File: src/rtl/tage_multi_lfsr.sv
// Multi-channel pseudo-random source for the TAGE predictor frontend.
// Each channel is an independent maximal-length Fibonacci LFSR with its own
// advance enable, a configurable number of shifts per advance, runtime
// reseeding (zero seeds are replaced by the channel's reset value), a lockup
// guard that recovers an all-zero state, and a probability-gated chance output.
module tage_multi_lfsr #(
  parameter int NCH       = 4,
  parameter int WIDTH     = 16,
  parameter int NBITS     = 2,
  parameter int STEP      = 1,
  parameter int PROB_BITS = 3,
  parameter int unsigned SEED = 1,
  localparam int CHW = (NCH > 1) ? $clog2(NCH) : 1
) (
  input  logic                   clk_i,
  input  logic                   rst_ni,
  input  logic [NCH-1:0]         en_i,
  input  logic                   seed_valid_i,
  input  logic [CHW-1:0]         seed_ch_i,
  input  logic [WIDTH-1:0]       seed_i,
  output logic [NCH*NBITS-1:0]   rand_o,
  output logic [NCH-1:0]         chance_o,
  output logic                   seed_zero_o
);

  typedef logic [NCH-1:0][WIDTH-1:0] state_arr_t;

  // Feedback tap masks; bit k-1 set means tap k participates in the XOR.
  localparam logic [31:0] TAPS_FULL = (WIDTH == 4)  ? 32'h0000_000C :
                                      (WIDTH == 8)  ? 32'h0000_00B8 :
                                      (WIDTH == 16) ? 32'h0000_D008 :
                                                      32'h8020_0003;
  localparam logic [WIDTH-1:0] TAPS   = TAPS_FULL[WIDTH-1:0];
  localparam logic [WIDTH-1:0] SEED_W = WIDTH'(SEED);

  if (!(WIDTH == 4 || WIDTH == 8 || WIDTH == 16 || WIDTH == 32)) begin : g_bad_width
    $error("tage_multi_lfsr: WIDTH must be 4, 8, 16 or 32");
  end
  if (SEED_W == '0) begin : g_bad_seed
    $error("tage_multi_lfsr: SEED must be non-zero within WIDTH bits");
  end

  // Channel c resets to the seed rotated left by c, so channels start apart
  // and every reset value stays non-zero.
  function automatic state_arr_t reset_states();
    state_arr_t  r;
    int unsigned sh;
    r = '0;
    for (int c = 0; c < NCH; c++) begin
      sh   = c % WIDTH;
      r[c] = (SEED_W << sh) | (SEED_W >> ((WIDTH - sh) % WIDTH));
    end
    return r;
  endfunction

  localparam state_arr_t RST_STATE = reset_states();

  // One Fibonacci shift: feedback enters at the LSB.
  function automatic logic [WIDTH-1:0] lfsr_shift(input logic [WIDTH-1:0] q);
    return {q[WIDTH-2:0], ^(q & TAPS)};
  endfunction

  state_arr_t state_q, state_d;
  logic       seed_zero_q, seed_zero_d;

  // Next state per channel: seed load beats lockup recovery, which beats enable.
  always_comb begin
    logic [WIDTH-1:0] adv;
    state_d     = state_q;
    seed_zero_d = 1'b0;
    adv         = '0;
    for (int c = 0; c < NCH; c++) begin
      adv = state_q[c];
      for (int s = 0; s < STEP; s++) begin
        adv = lfsr_shift(adv);
      end
      if (seed_valid_i && (int'(seed_ch_i) == c)) begin
        if (seed_i == '0) begin
          state_d[c]  = RST_STATE[c];
          seed_zero_d = 1'b1;
        end else begin
          state_d[c] = seed_i;
        end
      end else if (state_q[c] == '0) begin
        state_d[c] = RST_STATE[c];
      end else if (en_i[c]) begin
        state_d[c] = adv;
      end
    end
  end

  // State and zero-seed pulse registers with asynchronous reset.
  always_ff @(posedge clk_i or negedge rst_ni) begin
    if (!rst_ni) begin
      state_q     <= RST_STATE;
      seed_zero_q <= 1'b0;
    end else begin
      state_q     <= state_d;
      seed_zero_q <= seed_zero_d;
    end
  end

  for (genvar c = 0; c < NCH; c++) begin : g_out
    assign rand_o[c*NBITS +: NBITS] = state_q[c][WIDTH-1 -: NBITS];
    assign chance_o[c]              = (state_q[c][WIDTH-1 -: PROB_BITS] == '0);
  end

  assign seed_zero_o = seed_zero_q;

endmodule
File: config.mk
export PLATFORM = sky130hd
export DESIGN_NAME = tage_multi_lfsr
export DESIGN_NICKNAME = d
export VERILOG_FILES = /design/src/rtl/tage_multi_lfsr.sv
export SDC_FILE = /design/constraint.sdc
export NUM_CORES = 1
export LEC_CHECK = 0
export BUFFER_PORTS_ARGS = -buffer_cell sky130_fd_sc_hd__buf_2
export CORE_MARGIN = 2
export CORE_UTILIZATION = 30
export DETAILED_ROUTE_END_ITERATION = 8
export PLACE_DENSITY = 0.43
export SYNTH_ARGS = -nofsm -noshare
export SYNTH_HDL_FRONTEND = slang
export SYNTH_SLANG_ARGS = --single-unit
File: constraint.sdc
create_clock -name clk_i -period 1.8 [get_ports clk_i]
set_input_delay 0.18 -clock clk_i [delete_from_list [all_inputs] [get_ports clk_i]]
set_output_delay 0.18 -clock clk_i [all_outputs]
set_load 0.03 [all_outputs]
==> metrics, run 1 <==
drt drc 0; Post-Syn Nets 384; routability cong. 0.7829; cell count after placement 512; Worst Skew 0.005628 ns; Slowest-stage cell, CP dfrtp_1; crit path kind reg -> reg; nets@finish 410; Startpoint Class register; cell family with most CP delay simple AND/OR/NAND/NOR gates; CTS buffer count 9; max incr delay on CP 0.40 ns; Avg WL per Cell 17.39 um; Via density 4.930; Post-Syn Area per Cell 9.749 um2; Final Hold Viols 0; Final Critical Period 1.493 ns; leading cell type by number of instances after synthesis dfrtp_1; Max clock buf depth 2; vias in the first global route 2650; Yosys top cell area share 44.11%; Clock transition at path regs 0.06 ns; measured slew at the worst slew-check pin 0.4852 ns; Worst Path Buf+Inv 1; final wirelength 9201 um; Post-Syn Area 3461 um2; Die Y 111.4 um; DIE AREA 12410 um2; Post-synth ARST share 100.0%; YS warnings 0; GRT Overall Usage 15.74%; CTS root buffer clkbuf_16; Vias 2608; flops & latches, synth 65; final instance area 3969 um2; core area 11320 um2; PD cells 1304 nW/um2; Clock Latency Late Sink 0.33 ns; VDD IR-drop max 0.4053 mV; Starting Density 30.57%; top cells by count, synth 61 x dfrtp_1, 55 x mux2i_1, 33 x o21ai_0; CP endpoint kind register; Pleak 1.782 nW; Final Max Tran Viols 0; Routed Antenna Nets 0; final std cells w/o fill 529; global route overflow 0; CP max FO 4; RSZ-0062 raised after global routing false; IO Pins 38; FILL cells 1176; chip width 111.4 um; final worst path period share 82.93%; top_reg_cell synth dfrtp_1; hpwl dp 6134 um; TNS Setup 0 ns; fin util 35.06%; WHS 0.1726 ns; Port Buffers 37; Max Cap Viol 0; Synth area leader dfrtp_1; fmax 669.9 MHz; CTS tree built; CP Cell Sequence inv_1 > ha_1 > nor4b_1 > nand4_1 > mux2i_1 > a31oi_1; CTS HTree Levels 3; First DRT Iteration DRCs 133; DR pass1 iterations 4; Layout area overhead 14.68%; ratio of cells with drive above 1 in the final layout 16.84%; Post-Synthesis Cells 355; WP data required 1.99 ns; initial antenna violation count 0; sequential-to-total area share from yosys stat 47.14%; Antenna Diode Count 0; largest net degree at the start of global routing 66; critical path arrival 1.68 ns; Area contributors post-synth dfrtp_1 44%, mux2i_1 16%, o21ai_0 4.8%, a21oi_1 4.0%, nand2_1 3.5%; # setup viols final 0; Yosys cell types 30; status complete, no violations; placed cell area 3702 um2; Core Rows 39; Hold WC Path Type in -> reg; slew margin rel. 67.65%; CTS sink cnt 65; global-route wire length before repair 15130 um; Post-CTS Setup Repair Bufs 0; post-cts resize count 0; Post-synth EDFFs 0
-- final timing paths --
check,start,cells after the start,endpoint,slack [ns]
min in group asynchronous,rst_ni,3,rand_o[3],0.40
min reg2reg,state_q[32],2,state_q[32],0.59
min,seed_i[8],3,state_q[56],0.17
max reg2reg,rand_o[2],6,state_q[16],0.31
max in group asynchronous,rst_ni,3,state_q[51],1.06
max,rand_o[2],6,state_q[16],0.31
-- sequential cells by signal (all words and copies together) (netlist names) --
register and count:
rand_o 8, seed_zero_o 1, state_q 56
-- tightest hold or removal path, cell delays in order --
cell	delay (ns)
buf_2	0.16
nand2_1	0.07
o21ai_1	0.05
-- per-stage QoR --
step / setup slack, ns / power, mW
final: 0.3073 / 5.173
after global routing: 0.07931 / 5.545
after CTS: 0.2976 / 5.247
after detailed placement: 0.3052 / 3.668
after global placement: 0.3238 / 3.652
after floorplan: 0.4862 / 3.286
-- power breakdown --
group          internal (mW)  total [mW]  switching [mW]
registers               1.94        2.37           0.425
logic                  0.595        1.26           0.662
clock network          0.923        1.55           0.625
-- cells in the final DEF (no fill, tap or decap), types with 5 or more instances in the layout --
cell	n
dfrtp_1	61
mux2i_1	55
buf_2	37
o21ai_0	33
nand2_1	32
a21oi_1	28
nor2_1	28
nor3_1	12
inv_1	11
nor4_1	11
clkbuf_16	9
nand3_1	8
xnor2_1	8
o21ai_1	5
-- layer usage --
metal | track usage, % | up-vias | wire, um
met4 | 3.786 | 0 | 60
met1 | 22.47 | 1249 | 4554
met3 | 4.573 | 4 | 473
met2 | 23.70 | 53 | 4112
met5 | 0 | - | 0
li1 | - | 1302 | -
-- what timing repair did --
item	4_1_cts	5_1_grt
hold buffers	1	0
endpoints found under the setup margin	0	0
hold endpoints to repair	61	0
-- kinds of logic (layout without fill, tap and decap cells) --
| family | Yosys count | count (layout) | synth area share, % |
|---|---|---|---|
| XOR/XNOR | 8 | 8 | 2.025 |
| AND/OR/NAND/NOR | 111 | 111 | 16.09 |
| multiplexers | 55 | 55 | 15.91 |
| adder cells (fa/ha/maj) | 4 | 4 | 1.446 |
| flip-flops | 65 | 65 | 47.14 |
| buffers and inverters | 39 | 70 | 6.182 |
| AO/OA/AOI/OAI | 73 | 73 | 11.21 |
-- area by class of cell --
type                            count  area, um2  area share [%]
Sequential cell                    65       1632           41.11
Clock inverter                      4      20.02          0.5044
Multi-Input combinational cell    251       1615           40.70
Clock buffer                       12      236.5           5.958
Tap cell                          143      178.9           4.508
Timing Repair Buffer               43      245.2           6.179
Inverter                           11      41.29           1.040
No activity file was read; power rests on OpenSTA's default activity.
==> run 2, diff against run 1 <==
==> constraint.sdc (replaced) <==
create_clock -name clk_i -period 1.5 [get_ports clk_i]
set_input_delay 0.15 -clock clk_i [delete_from_list [all_inputs] [get_ports clk_i]]
set_output_delay 0.15 -clock clk_i [all_outputs]
set_load 0.03 [all_outputs]
==> metrics, run 2 (synthesized netlist as in run 1, its figures left out) <==
GRT Overall Usage 15.36%; Starting Density 30.57%; Port Buffers 37; DR pass1 iterations 4; core area 11320 um2; VDD IR-drop max 0.6538 mV; Worst Path Buf+Inv 1; CTS buffer count 9; Final Max Tran Viols 0; WP data required 1.70 ns; Clock transition at path regs 0.05 ns; max FFs per register 56; initial antenna violation count 0; DIE AREA 12410 um2; final wirelength 9176 um; CTS HTree Levels 3; CP max FO 4; most used routing layer met2; IO Pins 38; Final Hold Viols 0; Hold WC Path Type in -> reg; PD cells 1540 nW/um2; Final Critical Period 1.418 ns; Vias 2626; CP Cell Sequence inv_1 > ha_1 > nor4b_1 > nand4_1 > nand3_1 > o21ai_1; Max Cap Viol 0; global route overflow 0; final worst path period share 94.52%; Clock Latency Late Sink 0.32 ns; largest net degree at the start of global routing 66; vias in the first global route 2589; commonest non-fill, non-tap cells in the layout 61 x dfrtp_1, 55 x mux2i_1, 37 x buf_2; CP endpoint kind register; commonest non-fill, non-tap cell in the layout dfrtp_1; chip width 111.4 um; # setup viols final 0; Layout area overhead 21.33%; Die Y 111.4 um; Startpoint Class register; Avg WL per Cell 16.96 um; drt drc 0; FILL cells 1189; ratio of cells with drive above 1 in the final layout 22.61%; critical path arrival 1.61 ns; M1 GR Usage 22.03%; nets@finish 422; Routed Antenna Nets 0; largest register by flop count state_q; Pleak 1.870 nW; Core Rows 39; routability cong. 0.7643; First DRT Iteration DRCs 100; RSZ-0062 raised after global routing true; cell family with most CP delay simple AND/OR/NAND/NOR gates; hpwl dp 6223 um; slew margin rel. 67.98%; crit path kind reg -> reg; met2 Track Usage GR 24.02%; global-route wire length before repair 14820 um; fin util 37.09%; measured slew at the worst slew-check pin 0.4804 ns; Antenna Diode Count 0; Via density 4.854; met3 usage 3.593%; Max clock buf depth 2; Worst Skew 0.006347 ns; CTS tree built; WHS 0.1536 ns; fmax 705.4 MHz; Slowest-stage cell, CP dfrtp_1; CTS sink cnt 65; status complete, no violations; CTS root buffer clkbuf_16; max incr delay on CP 0.41 ns
run 2: cell types whose count changed in the layout (fill, tap and decap cells not counted), sizes merged:
cell,delta
clkbuf,+2
clkinv,-3
clkinvlp,+1
buf,+12
run 2: what timing repair did:
| item | 4_1_cts | 5_1_grt |
|---|---|---|
| pin swaps | 2 | 6 |
| endpoints found under the hold margin | 61 | 0 |
| hold buffers | 1 | 0 |
| gates cloned | 0 | 0 |
| setup buffers | 0 | 3 |
| resized for setup | 2 | 18 |
| setup endpoints to repair | 2 | 10 |
run 2: final timing paths:
path / startpoint / end / slack, ns / depth (start not counted)
min in group asynchronous: rst_ni / state_q[16] / 0.37 / 3
max reg2reg: rand_o[0] / rand_o[0] / 0.08 / 6
max in group asynchronous: rst_ni / state_q[0] / 0.79 / 3
max: rand_o[0] / rand_o[0] / 0.08 / 6
min: seed_i[4] / state_q[4] / 0.15 / 3
min reg2reg: state_q[56] / state_q[56] / 0.58 / 2
run 2: power breakdown:
group	switching [mW]	internal, mW
Sequential	0.549	2.33
Combinational	0.836	0.811
Clock	0.728	1.21
run 2: cell type report:
| type | count | area, um2 | area share [%] |
|---|---|---|---|
| clock inverter | 2 | 12.51 | 0.2980 |
| inverter | 11 | 41.29 | 0.9833 |
| timing repair buffer | 55 | 360.3 | 8.582 |
| multi-input combinational | 251 | 1710 | 40.73 |
| tap | 143 | 178.9 | 4.261 |
| clock buffer | 14 | 264.0 | 6.287 |
| sequential | 65 | 1632 | 38.86 |
run 2: worst register-to-register path: cells and delay by family (launching register included):
kind / cells / cell delay, ns
AND/OR/NAND/NOR: 3 / 0.59
AO/OA/AOI/OAI: 1 / 0.06
flip-flops: 1 / 0.41
buffers and inverters: 1 / 0.09
adder cells (fa/ha/maj): 1 / 0.15
run 2: routing by layer:
layer	vias to the layer above	routed length, um
met1	1253	4576
li1	1328	-
met5	-	0
met3	5	248
met4	0	78
met2	40	4273
run 2: metrics by stage:
| step | cells | power [mW] | setup slack [ns] | TNS [ns] | area, um2 |
|---|---|---|---|---|---|
| floorplan | 355 | 3.943 | 0.1862 | 0 | 3461 |
| global placement | 521 | 4.431 | -0.04851 | -0.1333 | 3795 |
| detailed placement | 521 | 4.438 | -0.04336 | -0.1590 | 3795 |
| CTS | 538 | 6.439 | 0.02289 | 0 | 4094 |
| global route | 541 | 6.905 | -0.007792 | -0.007792 | 4199 |
| finish | 541 | 6.464 | 0.08227 | 0 | 4199 |
==> run 3, diff against run 2 <==
--- a/config.mk
+++ b/config.mk
@@ -5,6 +5,7 @@
 export SDC_FILE = /design/constraint.sdc
 export NUM_CORES = 1
 export LEC_CHECK = 0
+export ABC_AREA = 1
 export BUFFER_PORTS_ARGS = -buffer_cell sky130_fd_sc_hd__buf_2
 export CORE_MARGIN = 2
 export CORE_UTILIZATION = 30
==> metrics, run 3 <==
max FFs per register 56; Post-synth EDFFs 0; commonest non-fill, non-tap cells in the layout 146 x nand2_1, 69 x nor2_1, 64 x nand3_1; WHS 0.07550 ns; Top cell by count, worst path nand2_2; top_reg_cell synth dfrtp_1; largest net degree at the start of global routing 66; CTS root buffer clkbuf_16; DIE AREA 13520 um2; Hold WC Path Type in -> reg; routability cong. 0.8172; Routed Antenna Nets 0; max incr delay on CP 0.37 ns; DR pass1 iterations 5; IO Pins 38; chip width 116.3 um; GRT Overall Usage 18.08%; Synth area leader dfrtp_1; slew margin rel. 75.11%; Starting Density 30.33%; Final WS setup 0.1163 ns; Clock transition at path regs 0.06 ns; Worst Skew 0.003955 ns; top cells by count, synth 152 x nand2_1, 71 x nor2_1, 65 x nand3_1; nets@finish 618; final worst path period share 92.25%; vias in the first global route 3447; final instance area 4611 um2; Layout area overhead 21.94%; final wirelength 11640 um; Antenna Diode Count 0; Via density 4.781; Post-Synthesis Cells 539; crit path kind reg -> reg; Yosys top cell area share 40.37%; pre-CTS setup slack 0.08177 ns; First DRT Iteration DRCs 293; FILL cells 1389; commonest non-fill, non-tap cell in the layout nand2_1; CP endpoint kind register; Post-Syn Nets 568; Avg WL per Cell 15.19 um; Max clock buf depth 2; Post-Syn Area per Cell 7.015 um2; initial antenna violation count 1; Yosys cell types 28; status complete, no violations; Max Cap Viol 0; final std cells w/o fill 766; Port Buffers 37; core area 12470 um2; WP data required 1.76 ns; Clock Latency Late Sink 0.33 ns; CP Cell Sequence inv_1 > ha_2 > nand3_1 > nor2_1 > nand2_2 > nand2_2 > buf_6 > o21ai_0 > o21ai_1; hpwl dp 8231 um; TNS Setup 0 ns; Final Critical Period 1.384 ns; fin util 36.99%; YS warnings 0; global-route wire length before repair 18370 um; CTS sink cnt 65; Vias 3662; Core Rows 41; Die Y 116.3 um; Slowest-stage cell, CP dfrtp_1; critical path arrival 1.64 ns; CTS HTree Levels 3; placed cell area 4219 um2; Pleak 2.310 nW; Post-synth ARST share 100.0%; # setup viols final 0; Tot Pwr 6.650 mW; sequential-to-total area share from yosys stat 43.15%; VDD IR-drop max 0.6134 mV; Post-Syn Area 3781 um2; Startpoint Class register; CTS tree built; largest register by flop count state_q; cell count after placement 748; Area contributors post-synth dfrtp_1 40%, nand2_1 15%, nand3_1 8.6%, o21ai_0 7.8%, nor2_1 7.0%; CTS buffer count 9; flops & latches, synth 65; ratio of cells with drive above 1 in the final layout 17.34%; PD cells 1442 nW/um2; global route overflow 0; leading cell type by number of instances after synthesis nand2_1; measured slew at the worst slew-check pin 0.3734 ns; Final Max Tran Viols 0; CP max FO 12; fmax 722.7 MHz; Final Hold Viols 0; drt drc 0
## run 3: changes by cell type after synthesis, sizes merged, moves of 8 or more
cell | previous run | this run
a21oi | 28 | 3
buf | 28 | 18
inv | 11 | 59
mux2i | 55 | 0
nand2 | 32 | 154
nand3 | 8 | 68
nor2 | 28 | 73
nor3 | 13 | 4
nor4 | 12 | 0
o21ai | 38 | 72
xnor2 | 8 | 0
## run 3: power breakdown
part	switching [mW]	leakage (nW)	internal [mW]	total, mW
clock network	0.789	0.162	1.52	2.30
registers	0.319	0.820	2.17	2.49
logic	1.15	1.33	0.710	1.86
## run 3: cells by family after synthesis
| logic type | after synthesis | share of synthesized area [%] |
|---|---|---|
| AO/OA/AOI/OAI | 82 | 11.32 |
| XOR/XNOR | 2 | 0.4634 |
| adder cells (fa/ha/maj) | 4 | 1.324 |
| buffers and inverters | 82 | 9.762 |
| flip-flops | 65 | 43.15 |
| AND/OR/NAND/NOR | 304 | 33.98 |
## run 3: worst paths after layout
kind / startpoint / end / slack, ns / depth (start not counted)
worst max-delay path: rand_o[2] / state_q[29] / 0.12 / 9
worst min-delay path: seed_i[12] / state_q[60] / 0.08 / 3
worst max register to register: rand_o[2] / state_q[29] / 0.12 / 9
worst min register to register: state_q[17] / state_q[17] / 0.51 / 2
max in group asynchronous: rst_ni / state_q[34] / 0.80 / 3
min in group asynchronous: rst_ni / rand_o[3] / 0.37 / 3
## run 3: timing repair
item / 4_1_cts / 5_1_grt
hold endpoints to repair: 61 / 0
buffers inserted: 0 / 0
setup endpoints to repair: 0 / 41
resized for setup: 0 / 15
hold buffers: 1 / 0
## run 3: routing by layer
layer	wire, um	vias to the layer above	GRT usage [%]
li1	-	1826	-
met1	5598	1742	23.99
met2	5482	79	29.81
met3	432	13	4.619
met4	111	2	4.127
met5	13	-	0
## run 3: area by class of cell
cell class	instances	area (um2)	area share, %
clock buffers	15	297.8	6.459
clock inverters	1	30.03	0.6513
inverters	59	221.5	4.803
multi-input cells	393	1827	39.62
flip-flops and latches	65	1632	35.39
well taps	172	215.2	4.668
repair buffers	61	387.9	8.412
## run 3: worst max-delay path: cells and delay by family (launching register included)
| family | cells | cell delay (ns) |
|---|---|---|
| simple gates | 4 | 0.39 |
| flops | 1 | 0.37 |
| compound gates | 2 | 0.15 |
| fa+ha+maj | 1 | 0.18 |
| buf+inv | 2 | 0.21 |
